$ cat config.mk
export PLATFORM = sky130hd
export DESIGN_NAME = ps2_rx_teclado
export DESIGN_NICKNAME = d
export VERILOG_FILES = /design/src/rtl/ps2_pkg.sv /design/src/rtl/ps2_filtro.sv /design/src/rtl/ps2_rx_teclado.sv
export SDC_FILE = /design/constraint.sdc
export NUM_CORES = 1
export LEC_CHECK = 0
export CAP_MARGIN = 20
export CORE_ASPECT_RATIO = 1.1
export CORE_MARGIN = 10
export CORE_UTILIZATION = 30
export CTS_CLUSTER_SIZE = 14
export DETAILED_ROUTE_END_ITERATION = 6
export PLACE_DENSITY = 0.58
export SYNTH_ARGS = -nofsm -noshare
export SYNTH_HDL_FRONTEND = slang
export SYNTH_SLANG_ARGS = --single-unit
$ cat constraint.sdc
create_clock -name clk -period 2.8 [get_ports clk]
set_input_delay 0.28 -clock clk [delete_from_list [all_inputs] [get_ports clk]]
set_output_delay 0.28 -clock clk [all_outputs]
set_load 0.02 [all_outputs]
$ cat src/rtl/ps2_pkg.sv
// Shared definitions for the PS/2 keyboard receiver: FSM state encoding and
// the scan codes the receiver and the downstream field counters care about.
package ps2_pkg;

  typedef enum logic [1:0] {
    IDLE = 2'd0,
    DATA = 2'd1,
    PAR  = 2'd2,
    STOP = 2'd3
  } ps2_state_t;

  localparam logic [7:0] BRK_CODE = 8'hF0;
  localparam logic [7:0] EXT_CODE = 8'hE0;
  localparam logic [7:0] KEY_UP   = 8'h75;
  localparam logic [7:0] KEY_DN   = 8'h72;

  localparam int unsigned WD_W = 16;

endpackage

$ cat src/rtl/ps2_filtro.sv
// PS/2 line conditioning: 2-FF synchronisers on clock and data, plus a
// FILT-sample glitch filter on the clock that yields a one-cycle fall strobe.
module ps2_filtro #(
  parameter int unsigned FILT = 8
) (
  input  logic clk,
  input  logic rst,
  input  logic i_ps2_clk,
  input  logic i_ps2_data,
  output logic o_clk_f,
  output logic o_fall,
  output logic o_data_s
);

  localparam int unsigned CW = (FILT > 1) ? $clog2(FILT) : 1;

  logic [1:0]    r_clk_sync;
  logic [1:0]    r_data_sync;
  logic [CW-1:0] r_cnt;
  logic          r_clk_f;
  logic          r_fall;

  // Synchronisers idle high like the PS/2 lines; the filter flips clk_f only
  // after FILT consecutive samples disagree with it.
  always_ff @(posedge clk or negedge rst) begin
    if (!rst) begin
      r_clk_sync  <= 2'b11;
      r_data_sync <= 2'b11;
      r_cnt       <= '0;
      r_clk_f     <= 1'b1;
      r_fall      <= 1'b0;
    end else begin
      r_clk_sync  <= {r_clk_sync[0], i_ps2_clk};
      r_data_sync <= {r_data_sync[0], i_ps2_data};
      r_fall      <= 1'b0;
      if (r_clk_sync[1] == r_clk_f) begin
        r_cnt <= '0;
      end else if (r_cnt == CW'(FILT - 1)) begin
        r_cnt   <= '0;
        r_clk_f <= r_clk_sync[1];
        r_fall  <= r_clk_f;
      end else begin
        r_cnt <= r_cnt + CW'(1);
      end
    end
  end

  assign o_clk_f  = r_clk_f;
  assign o_fall   = r_fall;
  assign o_data_s = r_data_sync[1];

endmodule

$ cat src/rtl/ps2_rx_teclado.sv
// PS/2 keyboard receiver: frames scan codes, drops break sequences and emits
// make codes to the date/time field counters. Option macro: EXT_CODE_EN.
module ps2_rx_teclado
  import ps2_pkg::*;
#(
  parameter int unsigned N       = 8,
  parameter int unsigned FILT    = 8,
  parameter logic [15:0] TIMEOUT = 16'd50000
) (
  input  logic         clk,
  input  logic         rst,
  input  logic         ps2_clk,
  input  logic         ps2_data,
  output logic [N-1:0] key_code,
  output logic         en_codigo,
`ifdef EXT_CODE_EN
  output logic         key_ext,
`endif
  output logic         err_paridad
);

  localparam int unsigned BW = (N > 1) ? $clog2(N) : 1;

  logic w_clk_f;
  logic w_fall;
  logic w_data_s;

  ps2_filtro #(
    .FILT(FILT)
  ) u_filtro (
    .clk       (clk),
    .rst       (rst),
    .i_ps2_clk (ps2_clk),
    .i_ps2_data(ps2_data),
    .o_clk_f   (w_clk_f),
    .o_fall    (w_fall),
    .o_data_s  (w_data_s)
  );

  ps2_state_t      r_state;
  ps2_state_t      w_state_nxt;
  logic [N-1:0]    r_sh;
  logic [BW-1:0]   r_bit;
  logic            r_par;
  logic [WD_W-1:0] r_wd;
  logic            r_brk;
  logic [N-1:0]    r_key_code;
  logic            r_en;
  logic            r_err;
`ifdef EXT_CODE_EN
  logic            r_ext;
  logic            r_key_ext;
`endif

  logic w_timeout;
  logic w_shift;
  logic w_cap_par;
  logic w_stop;
  logic w_ok;

  // Watchdog expiry; a fall in the same cycle keeps the frame alive.
  assign w_timeout = (r_state != IDLE) && !w_fall && (r_wd == (TIMEOUT - 16'd1));

  always_ff @(posedge clk or negedge rst) begin
    if (!rst) begin
      r_state <= IDLE;
    end else begin
      r_state <= w_state_nxt;
    end
  end

  always_comb begin
    w_state_nxt = r_state;
    case (r_state)
      IDLE: if (w_fall && !w_clk_f && !w_data_s) w_state_nxt = DATA;
      DATA: if (w_fall && (r_bit == BW'(N - 1))) w_state_nxt = PAR;
      PAR:  if (w_fall) w_state_nxt = STOP;
      STOP: if (w_fall) w_state_nxt = IDLE;
      default: w_state_nxt = IDLE;
    endcase
    if (w_timeout) w_state_nxt = IDLE;
  end

  always_comb begin
    w_shift   = 1'b0;
    w_cap_par = 1'b0;
    w_stop    = 1'b0;
    case (r_state)
      DATA:    w_shift   = w_fall;
      PAR:     w_cap_par = w_fall;
      STOP:    w_stop    = w_fall;
      default: ;
    endcase
    w_ok = w_data_s & (^{r_sh, r_par});
  end

  // Datapath: shift register, watchdog, break/extended flags and the
  // registered code/pulse outputs, all updated on the stop-bit fall.
  always_ff @(posedge clk or negedge rst) begin
    if (!rst) begin
      r_sh       <= '0;
      r_bit      <= '0;
      r_par      <= 1'b0;
      r_wd       <= '0;
      r_brk      <= 1'b0;
      r_key_code <= '0;
      r_en       <= 1'b0;
      r_err      <= 1'b0;
`ifdef EXT_CODE_EN
      r_ext      <= 1'b0;
      r_key_ext  <= 1'b0;
`endif
    end else begin
      r_en  <= 1'b0;
      r_err <= 1'b0;

      if ((r_state == IDLE) || w_fall || w_timeout) r_wd <= '0;
      else                                           r_wd <= r_wd + 16'd1;

      if (r_state == IDLE) r_bit <= '0;
      if (w_shift) begin
        r_sh  <= {w_data_s, r_sh[N-1:1]};
        r_bit <= r_bit + BW'(1);
      end
      if (w_cap_par) r_par <= w_data_s;

      if (w_stop) begin
        if (!w_ok) begin
          r_err <= 1'b1;
        end else if (r_sh == N'(BRK_CODE)) begin
          r_brk <= 1'b1;
        end else if (r_sh == N'(EXT_CODE)) begin
`ifdef EXT_CODE_EN
          r_ext <= 1'b1;
`endif
        end else if (r_brk) begin
          r_brk <= 1'b0;
`ifdef EXT_CODE_EN
          r_ext <= 1'b0;
`endif
        end else begin
          r_key_code <= r_sh;
          r_en       <= 1'b1;
`ifdef EXT_CODE_EN
          r_key_ext  <= r_ext;
          r_ext      <= 1'b0;
`endif
        end
      end
    end
  end

  assign key_code    = r_key_code;
  assign en_codigo   = r_en;
  assign err_paridad = r_err;
`ifdef EXT_CODE_EN
  assign key_ext     = r_key_ext;
`endif

endmodule

==> results.md <==
• **Area growth syn-to-layout** 14.8%
• **Most used DFF post-synth** sky130_fd_sc_hd__dfrtp_1
• **worst min-delay path endpoint** u_filtro.r_data_sync[1]
• **number of maximum-capacitance violations** 0
• **FF-to-FF path depth** 4
• **pins over their slew limit** 0
• **Worst Setup Path Type** reg2reg
• **minimum setup slack among reg-to-reg paths** 0.67 ns
• **worst slew margin relative to its limit** 57.3%
• **top cells by area, synth** sky130_fd_sc_hd__dfrtp_1, sky130_fd_sc_hd__dfstp_2, sky130_fd_sc_hd__ha_1
• **minimum clock period after layout** 2.13 ns
• **Worst Path Required** 2.99 ns
• **total vias in the final route** 1514
• **die width** 106 um
• **number of nets with antenna violations after detailed routing** 0
• **Comb pwr share** 22.8%
• **worst voltage drop across the vdd grid** 206 uV
• **sequential share of power** 51.3%
• **TritonCTS buffer count** 5
• **startpoint of the lowest-slack hold path** u_filtro.r_data_sync[0]
• **initial antenna violation count** 0
• **dpl cells** 318
• **cells traversed along the worst timing path** nor4b_2, a2111oi_2, mux2i_4, mux2_4
• **average wire per standard cell** 12.6 um
• **clock latency reported for the late side of the worst-skew pair** 0.30 ns
• **Setup Viol. Count Final** 0
• **RSZ-0062 raised after global routing** false
• **startpoint type of the worst setup path** register
• **antenna diode count** 0
• **top cell type's share of synthesized area** 46.0%
• **routed wire length** 4120 um
• **cell depth of the worst min-delay path** 0
• **std cell rows** 34
• **Clock Root Buffer** sky130_fd_sc_hd__clkbuf_8
• **maximum number of pins on one net before global-route repair** 30
• **post-synthesis mux area share** 10.8%
• **TritonCTS sink count** 50
• **I/O pin count** 14
• **library cells used by synthesis** 46
• **final layout net count** 232
• **fraction of registers with async set/reset** 100%
• **Finished Core Util** 35.3%
• **slew at the pin closest to its max-slew limit** 0.641 ns
• **post-CTS setup buffer count** 0
• **yosys warns** 0
• **worst reg2reg startpoint** r_sh[1]
• **number of enable flip-flop cells after synthesis** 0
• **dominant combinational cell family by area after synthesis** simple AND/OR/NAND/NOR gates
• **area of the mapped netlist** 0.00245 mm2
• **Vias/cell** 4.63
• **Final Non-Filler Cells** 327
• **DR iter-0 viols** 59
• **fraction of final layout cells sized beyond drive strength 1** 15.5%
• **post-synthesis cell type with the largest combined area** sky130_fd_sc_hd__dfrtp_1
• **final setup skew** 0.00923 ns
• **outcome** completed
• **share of the cycle needed by the critical path after routing** 76.1%
• **Min-Delay Path Class** reg2reg
• **die span in y** 115 um
• **Avg Cell Area, Syn** 12.3 um2
• **final RePlAce weighted congestion** 0.700
• **setup TNS** 0 ns
• **synthesized instance count** 199
• **cell type of the slowest stage on the worst timing path** sky130_fd_sc_hd__nor4b_2
• **Synth Area in XOR/XNOR** 8.22%
• **overall routing resource usage** 7.49%
• **synthesized-area fraction occupied by adder cells** 5.11%
• **flops & latches, synth** 50
• **Lkg Pwr** 1.32 nW
• **sw power** 501 uW
• **Die Outline Area** 0.0122 mm2
• **depth of the CTS H-tree** 2
• **maximum buffer depth of the clock tree** 2
• **most numerous cell types in the synthesized netlist** sky130_fd_sc_hd__dfrtp_1, sky130_fd_sc_hd__nor2_1, sky130_fd_sc_hd__nand2_1
• **global-route wire length before repair** 7560 um
• **final hold viol count** 0
• **number of global-route vias before repair** 1565
• **Crit. End Element** register
• **Buffers on Ports** 13
• **most common cell in the netlist** sky130_fd_sc_hd__dfrtp_1
• **Critical R2R Capture** key_code[4]
• **portion of the post-synthesis area used by sequential elements** 51.3%
• **starting utilization of the core area** 30.8%
• **half-perimeter wire length after detailed placement** 2980 um
• **first-pass iteration count of the detailed router** 4
• **clock tree from TritonCTS** done
• **worst-path fanout max** 9
• **clock slew at the register clock pins of the worst setup and hold paths** 0.09 ns
• **Synth Area in Compound Gates** 7.35%
• **internal power** 1.15 mW
• **overall overflow remaining after global route** 0
• **switching fraction of total power** 30.3%
• **post-layout power** 1.65 mW
• **max frequency** 469 MHz
• **ratio of total power to cell area** 587 mW/mm2
• **Core Footprint** 0.00796 mm2
• **Synthesized Nets** 213
• **Max stage delay on crit path** 0.58 ns
• **simple logic cell fraction of the synthesized area** 15.7%
• **Data arrival, critical path** 2.32 ns
• **DRC violation count after routing** 0
• **clock network power share** 25.9%
how the worst max path moves through the flow:
stage | startpoint | endpoint | slack (ns)
global route | r_sh[1] | key_code[4] | 0.56
CTS | r_sh[0] | key_code[4] | 0.66
detailed placement | r_sh[0] | key_code[4] | 0.69
finish | r_sh[1] | key_code[4] | 0.67
floorplan | r_sh[1] | key_code[0] | 0.87
global placement | r_sh[1] | key_code[5] | 0.76
critical path: cells and delay by family, from the launching register on:
family          cells  cell delay [ns]
mux                 2             0.79
compound gates      1             0.19
simple gates        1             0.58
flops               1             0.45
layout by cell type, fill, tap and decap left out, drive strengths merged:
cell	instances
nor3b	1
buf	3
dlygate4sd3	1
inv	6
xor2	8
nand2b	2
nand3b	3
o31ai	1
or3	4
xnor2	7
clkdlybuf4s50	12
nand3	5
clkinv	1
nand2	12
and3	3
a41o	1
nor4bb	2
nor2	15
nor2b	1
and3b	2
o2111ai	2
and2	3
dfstp	5
o221ai	2
a21oi	6
a21o	1
clkbuf	7
o21ai	6
a2111oi	4
dfrtp	45
xnor3	2
nor3	2
xor3	1
mux2	17
and4	2
nand4	7
nor4b	2
ha	10
mux2i	3
or2	2
kinds of logic after synthesis:
family / count (synthesis)
AND/OR/NAND/NOR: 68
flip-flops: 50
AO/OA/AOI/OAI: 23
multiplexers: 20
XOR/XNOR: 18
buffers and inverters: 10
adder cells (fa/ha/maj): 10
per-layer routing:
metal / GRT usage [%] / vias to the layer above / wire, um
li1: - / 753 / -
met1: 9.25 / 737 / 2010
met2: 11.5 / 18 / 1810
met3: 2.46 / 6 / 199
met4: 3.79 / 0 / 100
met5: 0 / - / 0
metrics by stage:
step | hold WS, ns | setup slack (ns) | instance area [um2]
finish | 0.359 | 0.670 | 2810
global route | 0.364 | 0.562 | 2810
CTS | 0.361 | 0.656 | 2810
detailed placement | 0.340 | 0.687 | 2710
global placement | 0.346 | 0.757 | 2710
floorplan | -0.0156 | 0.870 | 2450
flip-flops by register name (all words and copies together) (netlist names):
register and count:
en_codigo 1, err_paridad 1, key_code 8, r_bit 3, r_brk 1, r_par 1
r_sh 8, r_state 2, r_wd 16, u_filtro.o_clk_f 1, u_filtro.o_fall 1, u_filtro.r_clk_sync 2
u_filtro.r_cnt 3, u_filtro.r_data_sync 2
power groups by stage:
stage,Sequential (mW),Clock [mW],Combinational (mW)
3_3_place_gp,0.858,0,0.373
5_1_grt,0.860,0.485,0.441
6_report,0.847,0.427,0.377
2_1_floorplan,0.849,0,0.288
3_5_place_dp,0.863,0,0.380
4_1_cts,0.848,0.451,0.385
area by class of cell:
class,count,area (um2)
Tap cell,108,135
Clock buffer,7,86.3
Timing Repair Buffer,16,150
Clock inverter,1,5.00
Fill cell,805,5140
Sequential cell,50,1260
Multi-Input combinational cell,139,1150
Inverter,6,22.5
what timing repair did:
action / in CTS / in global routing
hold endpoints to repair: 6 / 0
gates resized for setup: 0 / 0
hold buffers: 1 / 0
Note: power is estimated with default switching activity, not from simulation.
